--- config.mk ---
export PLATFORM = sky130hd
export DESIGN_NAME = lvds_n_x_7bit_word_aligner_flat
export DESIGN_NICKNAME = d
export VERILOG_FILES = /design/src/rtl/lvds_rx_pkg.sv /design/src/rtl/lvds_n_x_7bit_word_aligner_if.sv /design/src/rtl/lvds_7bit_chan_aligner.sv /design/src/rtl/lvds_n_x_7bit_word_aligner.sv /design/src/flat_wrapper.sv
export SDC_FILE = /design/constraint.sdc
export NUM_CORES = 1
export LEC_CHECK = 0
export ABC_AREA = 1
export CAP_MARGIN = 10
export CORE_UTILIZATION = 49
export DETAILED_ROUTE_END_ITERATION = 7
export GPL_TIMING_DRIVEN = 0
export MAX_ROUTING_LAYER = met4
export PLACE_DENSITY = 0.87
export SYNTH_ARGS = -nofsm -noshare
export SYNTH_HDL_FRONTEND = slang
export SYNTH_SLANG_ARGS = --single-unit
--- constraint.sdc ---
create_clock -name pixel_clk -period 1.6 [get_ports pixel_clk]
set_input_delay 0.32 -clock pixel_clk [delete_from_list [all_inputs] [get_ports pixel_clk]]
set_output_delay 0.32 -clock pixel_clk [all_outputs]
set_load 0.02 [all_outputs]
--- src/rtl/lvds_rx_pkg.sv ---
// lvds_rx_pkg: shared FSM encodings, constants and lane indexing for the LVDS word aligner.
package lvds_rx_pkg;
  typedef enum logic [1:0] {SEARCH = 2'd0, HOLD = 2'd1, VERIFY = 2'd2, LOCKED = 2'd3} align_state_e;
  localparam logic [6:0] CLK_PATTERN_DEF = 7'b1100011;
  localparam int SLIP_W = 3;
  function automatic int lane_off(input int c, input int l, input int x);
    return (c * x + l) * 7;
  endfunction
endpackage

--- src/rtl/lvds_n_x_7bit_word_aligner_if.sv ---
// lvds_n_x_7bit_word_aligner_if: deserialised words in, aligned words and lock status out.
interface lvds_n_x_7bit_word_aligner_if #(parameter int N = 3, parameter int X = 4);
  logic             realign;
  logic [N*7-1:0]   clk_word_in;
  logic [N*X*7-1:0] data_in;
  logic [N*X*7-1:0] data_out;
  logic [N*7-1:0]   clk_word_out;
  logic [N-1:0]     chan_locked;
  logic             all_locked;
  logic [N*3-1:0]   slip_value;
  logic [N*8-1:0]   lock_loss_cnt;
  modport master (output realign, clk_word_in, data_in,
                  input data_out, clk_word_out, chan_locked, all_locked, slip_value, lock_loss_cnt);
  modport slave  (input realign, clk_word_in, data_in,
                  output data_out, clk_word_out, chan_locked, all_locked, slip_value, lock_loss_cnt);
endinterface

--- src/rtl/lvds_7bit_chan_aligner.sv ---
// lvds_7bit_chan_aligner: one channel; finds the slip that turns the clock lane into the
// clock pattern and applies it to all data lanes, with lock/loss-of-lock tracking.
module lvds_7bit_chan_aligner
  import lvds_rx_pkg::*;
#(
  parameter int         X           = 4,
  parameter logic [6:0] CLK_PATTERN = CLK_PATTERN_DEF,
  parameter int         LOCK_COUNT  = 16,
  parameter int         ERR_LIMIT   = 4
) (
  input  logic              pixel_clk,
  input  logic              reset_n,
  input  logic              realign,
  input  logic [6:0]        clk_in,
  input  logic [X*7-1:0]    dat_in,
  output logic [6:0]        clk_out,
  output logic [X*7-1:0]    dat_out,
  output logic              locked,
  output logic [SLIP_W-1:0] slip,
  output logic [7:0]        loss_cnt
);
  align_state_e      state_q, state_d;
  logic [6:0]        prev_clk_q, clk_out_q, clk_out_d;
  logic [X*7-1:0]    prev_dat_q, dat_out_q, dat_out_d;
  logic [SLIP_W-1:0] slip_q, slip_d, slip_nx;
  logic [7:0]        mcnt_q, mcnt_d, ecnt_q, ecnt_d, loss_q, loss_d;
  logic              hold_q, hold_d, locked_q, match;
  function automatic logic [6:0] rot(input logic [6:0] p, input logic [6:0] c, input logic [SLIP_W-1:0] s);
    logic [13:0] w;
    w = {p, c} >> s;
    return w[6:0];
  endfunction
  always_comb begin
    dat_out_d = '0;
    clk_out_d = rot(prev_clk_q, clk_in, slip_q);
    for (int l = 0; l < X; l++)
      dat_out_d[lane_off(0, l, X)+:7] = rot(prev_dat_q[lane_off(0, l, X)+:7], dat_in[lane_off(0, l, X)+:7], slip_q);
  end
  assign match   = clk_out_q == CLK_PATTERN;
  assign slip_nx = (slip_q == 3'd6) ? 3'd0 : slip_q + 3'd1;
  always_comb begin
    state_d = state_q;
    slip_d  = slip_q;
    mcnt_d  = mcnt_q;
    ecnt_d  = ecnt_q;
    hold_d  = hold_q;
    loss_d  = loss_q;
    if (realign) begin
      state_d = SEARCH;
      slip_d  = '0;
      mcnt_d  = '0;
      ecnt_d  = '0;
      hold_d  = 1'b0;
    end else begin
      case (state_q)
        SEARCH, VERIFY: begin
          mcnt_d  = (state_q == SEARCH) ? 8'd1 : mcnt_q + 8'd1;
          state_d = !match ? HOLD : (mcnt_d == 8'(LOCK_COUNT)) ? LOCKED : VERIFY;
          ecnt_d  = '0;
          slip_d  = match ? slip_q : slip_nx;
          hold_d  = 1'b0;
        end
        HOLD: begin
          hold_d  = 1'b1;
          state_d = hold_q ? SEARCH : HOLD;
        end
        default: begin
          ecnt_d  = match ? 8'd0 : ecnt_q + 8'd1;
          // Dropping lock keeps the slip: a burst of bad words rarely means the boundary moved.
          if (ecnt_d == 8'(ERR_LIMIT)) begin
            state_d = SEARCH;
            ecnt_d  = '0;
            loss_d  = (&loss_q) ? loss_q : loss_q + 8'd1;
          end
        end
      endcase
    end
  end
  always_ff @(posedge pixel_clk or negedge reset_n) begin
    if (!reset_n) begin
      state_q    <= SEARCH;
      prev_clk_q <= '0;
      prev_dat_q <= '0;
      clk_out_q  <= '0;
      dat_out_q  <= '0;
      slip_q     <= '0;
      mcnt_q     <= '0;
      ecnt_q     <= '0;
      hold_q     <= 1'b0;
      loss_q     <= '0;
      locked_q   <= 1'b0;
    end else begin
      state_q    <= state_d;
      prev_clk_q <= clk_in;
      prev_dat_q <= dat_in;
      clk_out_q  <= clk_out_d;
      dat_out_q  <= dat_out_d;
      slip_q     <= slip_d;
      mcnt_q     <= mcnt_d;
      ecnt_q     <= ecnt_d;
      hold_q     <= hold_d;
      loss_q     <= loss_d;
      locked_q   <= state_d == LOCKED;
    end
  end
  assign clk_out  = clk_out_q;
  assign dat_out  = dat_out_q;
  assign locked   = locked_q;
  assign slip     = slip_q;
  assign loss_cnt = loss_q;
endmodule

--- src/rtl/lvds_n_x_7bit_word_aligner.sv ---
// lvds_n_x_7bit_word_aligner: N independent per-channel word aligners plus the all-locked flag.
module lvds_n_x_7bit_word_aligner
  import lvds_rx_pkg::*;
#(
  parameter int         N           = 3,
  parameter int         X           = 4,
  parameter logic [6:0] CLK_PATTERN = CLK_PATTERN_DEF,
  parameter int         LOCK_COUNT  = 16,
  parameter int         ERR_LIMIT   = 4
) (
  input logic pixel_clk,
  input logic reset_n,
  lvds_n_x_7bit_word_aligner_if.slave bus
);
  genvar c;
  generate
    for (c = 0; c < N; c++) begin : g_ch
      lvds_7bit_chan_aligner #(
        .X(X), .CLK_PATTERN(CLK_PATTERN), .LOCK_COUNT(LOCK_COUNT), .ERR_LIMIT(ERR_LIMIT)
      ) u_ch (
        .pixel_clk(pixel_clk),
        .reset_n  (reset_n),
        .realign  (bus.realign),
        .clk_in   (bus.clk_word_in[c*7+:7]),
        .dat_in   (bus.data_in[lane_off(c, 0, X)+:X*7]),
        .clk_out  (bus.clk_word_out[c*7+:7]),
        .dat_out  (bus.data_out[lane_off(c, 0, X)+:X*7]),
        .locked   (bus.chan_locked[c]),
        .slip     (bus.slip_value[c*SLIP_W+:SLIP_W]),
        .loss_cnt (bus.lock_loss_cnt[c*8+:8])
      );
    end
  endgenerate
  assign bus.all_locked = &bus.chan_locked;
endmodule

--- src/flat_wrapper.sv ---
// flat-port wrapper written by rule: the top's interface ports become plain ports
module lvds_n_x_7bit_word_aligner_flat import lvds_rx_pkg::*;
#(
  parameter int         N           = 3,
  parameter int         X           = 4,
  parameter logic [6:0] CLK_PATTERN = CLK_PATTERN_DEF,
  parameter int         LOCK_COUNT  = 16,
  parameter int         ERR_LIMIT   = 4
)
  (pixel_clk, reset_n, bus_realign, bus_clk_word_in, bus_data_in, bus_data_out, bus_clk_word_out, bus_chan_locked, bus_all_locked, bus_slip_value, bus_lock_loss_cnt);
  lvds_n_x_7bit_word_aligner_if #(.N(N), .X(X)) bus_i ();
  input logic pixel_clk;
  input logic reset_n;
  input wire logic [$bits(bus_i.realign)-1:0] bus_realign;
  input wire logic [$bits(bus_i.clk_word_in)-1:0] bus_clk_word_in;
  input wire logic [$bits(bus_i.data_in)-1:0] bus_data_in;
  output wire logic [$bits(bus_i.data_out)-1:0] bus_data_out;
  output wire logic [$bits(bus_i.clk_word_out)-1:0] bus_clk_word_out;
  output wire logic [$bits(bus_i.chan_locked)-1:0] bus_chan_locked;
  output wire logic [$bits(bus_i.all_locked)-1:0] bus_all_locked;
  output wire logic [$bits(bus_i.slip_value)-1:0] bus_slip_value;
  output wire logic [$bits(bus_i.lock_loss_cnt)-1:0] bus_lock_loss_cnt;
  assign bus_i.realign = bus_realign;
  assign bus_i.clk_word_in = bus_clk_word_in;
  assign bus_i.data_in = bus_data_in;
  assign bus_data_out = bus_i.data_out;
  assign bus_clk_word_out = bus_i.clk_word_out;
  assign bus_chan_locked = bus_i.chan_locked;
  assign bus_all_locked = bus_i.all_locked;
  assign bus_slip_value = bus_i.slip_value;
  assign bus_lock_loss_cnt = bus_i.lock_loss_cnt;
  lvds_n_x_7bit_word_aligner #(.N(N), .X(X), .CLK_PATTERN(CLK_PATTERN), .LOCK_COUNT(LOCK_COUNT), .ERR_LIMIT(ERR_LIMIT)) u_core (.pixel_clk(pixel_clk), .reset_n(reset_n), .bus(bus_i));
endmodule
### After elaboration in Yosys (flattened, before gate mapping)

Index checks and enable logic that the tools add are counted.

| storage, ports and cells | value |
|---|---|
| output and inout bits | 142 |
| input port bits | 108 |
| register bits | 303 |

| cells by class | value |
|---|---|
| bitwise operators | 7 |
| reductions and logical operators | 25 |
| shift-type cells | 15 |
| mux-type cells | 57 |
| $add $sub $neg | 12 |
| eq/ne operators | 27 |

Operator list:

| cell | count |
|---|---|
| $shr A14 B3 Y7 | 15 |
| $mux W8 | 18 |
| $add A8 B1 Y8 const B | 9 |
| $pmux W8 S2 | 3 |
| $mux W3 | 12 |
| $eq A8 B3 Y1 const B | 3 |
| $eq A8 B5 Y1 const B | 3 |
| $reduce_and A8 Y1 | 3 |
| $eq A7 B7 Y1 const B | 3 |
| $mux W2 | 9 |
| $eq A2 B2 Y1 const B | 6 |
| $ne A2 B2 Y1 const B | 6 |
| $pmux W2 S2 | 3 |
| $reduce_and A4 Y1 | 3 |
| $add A3 B1 Y3 const B | 3 |
| $eq A3 B3 Y1 const B | 3 |
| $mux W1 | 9 |
| $reduce_bool A3 Y1 | 3 |
| $reduce_or A3 Y1 | 3 |
| $not A1 Y1 | 7 |
| $eq A2 B1 Y1 const B | 3 |
| $logic_not A2 Y1 | 3 |
| $pmux W1 S2 | 3 |
| $reduce_and A2 Y1 | 3 |
| other kinds (3) | 7 |

### Depth between registers and ports, before layout

| depth | value |
|---|---|
| depth in word-level cells | 8 |
| depth in mapped cells | 12 |
| mapped depth without buffers | 12 |

### Cells and area by module

Synthesis repeated with hierarchy kept, for this count alone.

| unflattened totals | value |
|---|---|
| cells, all modules | 1,879 |
| area, all modules | 15,404.8 µm² |

By module, submodules not included:

| module | cells each | seq. area each (µm²) | area each (µm²) | instances |
|---|---|---|---|---|
| lvds_7bit_chan_aligner at u_core.g_ch[1].u_ch | 626 | 2,527.4 | 5,152.4 | 1 |
| lvds_7bit_chan_aligner at u_core.g_ch[2].u_ch | 626 | 2,527.4 | 5,136.2 | 1 |
| lvds_7bit_chan_aligner at u_core.g_ch[0].u_ch | 624 | 2,527.4 | 5,102.4 | 1 |
| lvds_n_x_7bit_word_aligner | 3 | 0.0 | 13.8 | 1 |

### Worst setup path after synthesis

Ideal clock, no wire load.

| path | value |
|---|---|
| kind | flip-flop to flip-flop |
| start | reg u_core.g_ch[2].u_ch.loss_q[0] |
| end | reg u_core.g_ch[2].u_ch.loss_q[5] |
| data arrival time | 1.638 ns |
| stages on the path, launching flop included | 10 |
| path buffers | 0 |
| library setup time | 0.118 ns |
| slack | -0.156 ns |
| cell sequence | dfrtp_1 > ha_1 > nand3_1 > nor2_1 > nand3_1 > nor2_1 > nor2_1 > nand4_2 > nand2_1 > nand2_1 |

| between the ends | value |
|---|---|
| longest elaborated chain between the ends | 3 |
| elaborated cells between the ends (all ways) | 4 |
| those cells by class | add/sub: 1; bitwise: 1; reduce/logical: 2 |

Ends and longest elaborated chain:

| item | line | RTL |
|---|---|---|
| start, declared | lvds_7bit_chan_aligner.sv:26 | `logic [7:0] mcnt_q, mcnt_d, ecnt_q, ecnt_d, loss_q, loss_d;` |
| start signal, assigned | lvds_7bit_chan_aligner.sv:102 | `loss_q <= loss_d;` |
| branches (longest 3 deep; another with $add A8 B1 Y8) | n/a |  |

Several ways; the timed one is not identified.
A chain may end at the register's enable or synchronous reset.

### Final worst setup path

| path | value |
|---|---|
| start | reg u_core.g_ch[0].u_ch.ecnt_q[0] |
| end | reg u_core.g_ch[0].u_ch.loss_q[5] |

| between the ends | value |
|---|---|
| longest elaborated chain between the ends | 4 |

Ends and longest elaborated chain:

| item | line | RTL |
|---|---|---|
| start, declared | lvds_7bit_chan_aligner.sv:26 |  |
| start signal, assigned | lvds_7bit_chan_aligner.sv:100 | `ecnt_q <= ecnt_d;` |
| $add A8 B1 Y8 | lvds_7bit_chan_aligner.sv:68 | `ecnt_d = match ? 8'd0 : ecnt_q + 8'd1;` |
| $mux W8 | lvds_7bit_chan_aligner.sv:68 |  |
| $eq A8 B3 Y1 | lvds_7bit_chan_aligner.sv:70 | `if (ecnt_d == 8'(ERR_LIMIT)) begin` |
| $reduce_and A4 Y1 (no source line) | n/a |  |
| end signal, assigned | lvds_7bit_chan_aligner.sv:102 |  |
| end, declared | lvds_7bit_chan_aligner.sv:26 |  |

No other way between the ends.

==> out/results.tsv <==
stage	metric	value	unit
global_routing	first_global_vias	15270	
critical_path	critPathKind	flop to flop	
power	total_power	23.37	mW
finish	num_antenna_cells	0	
timing	maxSlewViolCount	0	
global_routing	grt_first_pass_wirelength	77.23	mm
yosys	biggest_area_contributors_in_the_synthesized_netlist	dfrtp_1 50%, nand2_1 15%, nand3_1 5.9%	
timing	setup-tns-final	-3.376	ns
clock_tree	clock_tree.buffer_depth	3	
critical_path	cp_slowest_cell	dfrtp_2	
floorplan	die_area	31940	µm²
global_routing	globalRouteOverflowTotal	0	
hold_path	worst_hold_path_type	primary input to flop	
power	p_switching	7.713	mW
critical_path	setup.worst_path.start_class	flop	
placed_design	finalWeightedCongestion	0.9737	
timing	timing.max_slew.rel_slack	57.32	%
status	run_status	finished, violations left	
yosys	post-synth-top-count-cell	nand2_1	
detailed_routing	routedWlPerCell	19.30	µm
critical_path	r2r-end	u_core.g_ch[0].u_ch.loss_cnt[5]$_DFFE_PN0P_	
global_routing	track_usage	31.60	%
timing	timing_hold_violations_final	0	
yosys	yosys.area.top_type_share	49.54	%
timing	grt_setup_unrepaired	true	
clock_tree	cts_sinks	303	
critical_path	buffering_stage_count_on_the_worst_path_with_inverters_included	1	
detailed_routing	via_per_inst	5.921	
global_routing	grt_max_degree	120	
critical_path	timing.critical_path.max_delay_family	simple AND/OR/NAND/NOR gates	
job	cap_viol_max_count	0	
power	powerDensity	1108	nW/µm²
placed_design	hpwl	32.56	mm
yosys	synth_cell_type_count	48	
critical_path	path_max_fanout	5	
timing	post-route-period-util	115.6	%
yosys	syn_avg_cell_area	8.197	µm²
timing	finalSetupViolations	32	
placed_design	dpl_cell_area	18450	µm²
yosys	postSynthCellCount	1867	
critical_path	critical_path_arrival	2.30	ns
timing	achievable-frequency	0.5409	GHz
placed_design	port_buffers	249	
floorplan	boundaryPins	250	
power	pwr-share-seq	38.4	%
power	p_leak	9.769	nW
yosys	synth.ff_latch_count	303	
floorplan	core_area	30670	µm²
hold_path	whs_endpoint	u_core.g_ch[1].u_ch.prev_dat_q[21]$_DFF_PN0_	
critical_path	worst_r2r_path_depth	9	
finish	finish.net_count	2344	
detailed_routing	drc	0	
floorplan	starting_density	49.90	%
global_routing	grt_antenna_before_repair	0	
floorplan	num_rows	64	
yosys	ys_async_sr_fraction	100.0	%
power	relative_contribution_of_combinational_cells_to_total_power	27.7	%
status	violations	setup timing	
critical_path	crit_path_cell_trace	ha_4, nor2_4, nand3_2, nor2_4, nand4_4, buf_6, nor2_4, nand3_1, nand2_1	
critical_path	critical_path.endpoint_type	flop	
detailed_routing	detailedRoute.firstIterationViolations	1989	
power	switching_share	33.01	%
yosys	syn-num-nets	1984	
clock_tree	h-tree-depth	2	
detailed_routing	route.antenna.remaining_nets	0	
yosys	most_frequently_used_flop_master_after_synthesis	dfrtp_1	
timing	finalWorstSetupSlack	-0.2489	ns
power	internal_power	15.65	mW
critical_path	reg_to_reg_startpoint	u_core.g_ch[0].u_ch.ecnt_q[0]$_DFFE_PN0N_	
floorplan	die_height	178.7	µm
clock_tree	worstSkewPairLatency	0.52	ns
yosys	count_of_flip_flops_with_a_built_in_enable_after_synthesis	0	
yosys	synth_sequential_area_ratio	49.54	%
clock_tree	cts-buffers-inserted	35	
clock_tree	cts_tree	yes	
timing	finalCriticalPeriod	1.849	ns
power	peakVddDrop	0.8848	mV
timing	finalClockSkew	0.01761	ns
clock_tree	root_buffer	clkbuf_16	
clock_tree	clk_pin_slew_worst_paths	0.06	ns
timing	worstMarginPinSlew	0.6401	ns
yosys	netlist.top_cell.by_area	dfrtp_1	
critical_path	cp.required	2.05	ns
finish	layout_overhead_on_the_synthesized_area	37.83	%
critical_path	worst_path_most_repeated_cell	nor2_4	
yosys	ys.warnings.count	0	
finish	stdcell_area	21090	µm²
critical_path	critical-path-max-stage-delay	0.45	ns
yosys	synth_area	15300	µm²
hold_path	min_from	bus_data_in[49]	
detailed_routing	route.final.wire_length	51.10	mm
hold_path	min_delay_path_depth	1	
yosys	synth_commonest_cells	595 x nand2_1, 303 x dfrtp_1, 179 x nand3_1, 174 x o21ai_0, 142 x inv_1	
finish	layout_cells_sized_above_1	21.32	%
finish	fin_util	68.78	%
critical_path	reg2reg_slack	-0.25	ns
detailed_routing	firstDrtPassIters	7	
timing	final.hold.worst_slack	0.2695	ns
floorplan	die_x	178.7	µm
power	pwr-share-clk	33.9	%
detailed_routing	route.vias.total	15670	
-- flip-flops by register name, indices dropped and copies added (netlist names) --
name	cells
u_core.g_ch.u_ch.mcnt_q	24
u_core.g_ch.u_ch.ecnt_q	24
u_core.g_ch.u_ch.slip	9
u_core.g_ch.u_ch.prev_dat_q	84
u_core.g_ch.u_ch.loss_cnt	24
u_core.g_ch.u_ch.prev_clk_q	21
u_core.g_ch.u_ch.dat_out	84
u_core.g_ch.u_ch.hold_q	3
u_core.g_ch.u_ch.state_q	6
u_core.g_ch.u_ch.locked	3
u_core.g_ch.u_ch.clk_out	21
-- repair_timing --
item	4_1_cts	5_1_grt
endpoints found under the setup margin	295	164
gates cloned	2	0
setup buffers	27	42
hold buffers	1	0
pin swaps	38	57
resized for setup	404	251
endpoints found under the hold margin	74	0
-- metal layers --
metal / wire, µm / part of all wire [%] / track usage, %
met1: 19320 / 38 / 39.29
met2: 24870 / 49 / 51.23
met3: 4873 / 9.5 / 4.792
met4: 2033 / 4.0 / 13.84
met5: 0 / 0 / -
-- worst max path at each step --
stage | slack [ns] | end | from | cells after the start
final | -0.25 | u_core.g_ch[0].u_ch.loss_cnt[5]$_DFFE_PN0P_ | u_core.g_ch[0].u_ch.ecnt_q[0]$_DFFE_PN0N_ | 9
after floorplan | -0.04 | u_core.g_ch[0].u_ch.loss_cnt[5]$_DFFE_PN0P_ | u_core.g_ch[0].u_ch.ecnt_q[0]$_DFFE_PN0N_ | 9
after CTS | -0.18 | u_core.g_ch[0].u_ch.loss_cnt[4]$_DFFE_PN0P_ | u_core.g_ch[0].u_ch.ecnt_q[1]$_DFFE_PN0N_ | 9
after detailed placement | -0.68 | u_core.g_ch[1].u_ch.slip[2]$_DFFE_PN0P_ | bus_realign | 8
after global routing | -0.33 | u_core.g_ch[0].u_ch.loss_cnt[5]$_DFFE_PN0P_ | u_core.g_ch[0].u_ch.ecnt_q[1]$_DFFE_PN0N_ | 11
after global placement | -13.61 | u_core.g_ch[1].u_ch.clk_out[4]$_DFF_PN0_ | reset_n | 1
-- through the flow --
step	worst slack [ns]	std cells
after detailed placement	-0.6762	2514
after CTS	-0.1773	2605
final	-0.2489	2647
after global routing	-0.3291	2647
after global placement	-13.61	2512
after floorplan	-0.04216	1867
-- layout make-up --
cell class	count	area (µm²)
buffer	88	669.4
clock buffer	52	1051
clock inverter	9	93.84
fill	2284	9575
inverter	159	625.6
multi-input combinational	1318	7604
sequential	303	7624
tap	396	495.5
timing repair buffer	322	2932
-- logic make-up (layout without fill, tap and decap cells) --
logic type / Yosys count / in the layout / share of synthesized area [%]
and+or+nand+nor: 908 / 909 / 25.38
buffers and inverters: 247 / 630 / 6.434
adders and majority gates: 9 / 9 / 0.7358
DFF: 303 / 303 / 49.54
xor gates and xnor gates: 21 / 21 / 1.202
AOI/OAI and AO/OA: 311 / 311 / 12.26
muxes: 68 / 68 / 4.447
-- power groups by stage --
stage / sequential (mW) / clock, mW / combinational [mW]
floorplan: 9.97 / 0 / 2.37
global placement: 9.12 / 0 / 6.20
detailed placement: 9.10 / 0 / 6.30
CTS: 8.96 / 8.02 / 6.05
global route: 9.06 / 8.33 / 6.92
finish: 8.97 / 7.93 / 6.47
-- layout by cell type (no fill, tap or decap), types with 23 or more instances in the layout --
| cell | netlist | layout |
|---|---|---|
| nand3_1 | 179 | 155 |
| dfrtp_2 | 0 | 33 |
| buf_4 | 5 | 80 |
| nor2_1 | 66 | 40 |
| clkdlybuf4s50_1 | 0 | 106 |
| mux2i_1 | 68 | 57 |
| dfrtp_1 | 303 | 270 |
| nand2_2 | 4 | 45 |
| nand2_1 | 595 | 543 |
| inv_1 | 142 | 127 |
| buf_6 | 1 | 28 |
| inv_2 | 11 | 24 |
| o22ai_1 | 30 | 30 |
| o211ai_1 | 42 | 42 |
| o21ai_1 | 7 | 38 |
| dlygate4sd2_1 | 0 | 101 |
| nand4_1 | 26 | 26 |
| clkbuf_16 | 0 | 36 |
| o21ai_0 | 174 | 133 |
| clkbuf_2 | 0 | 23 |
Note: power is estimated with default switching activity, not from simulation.
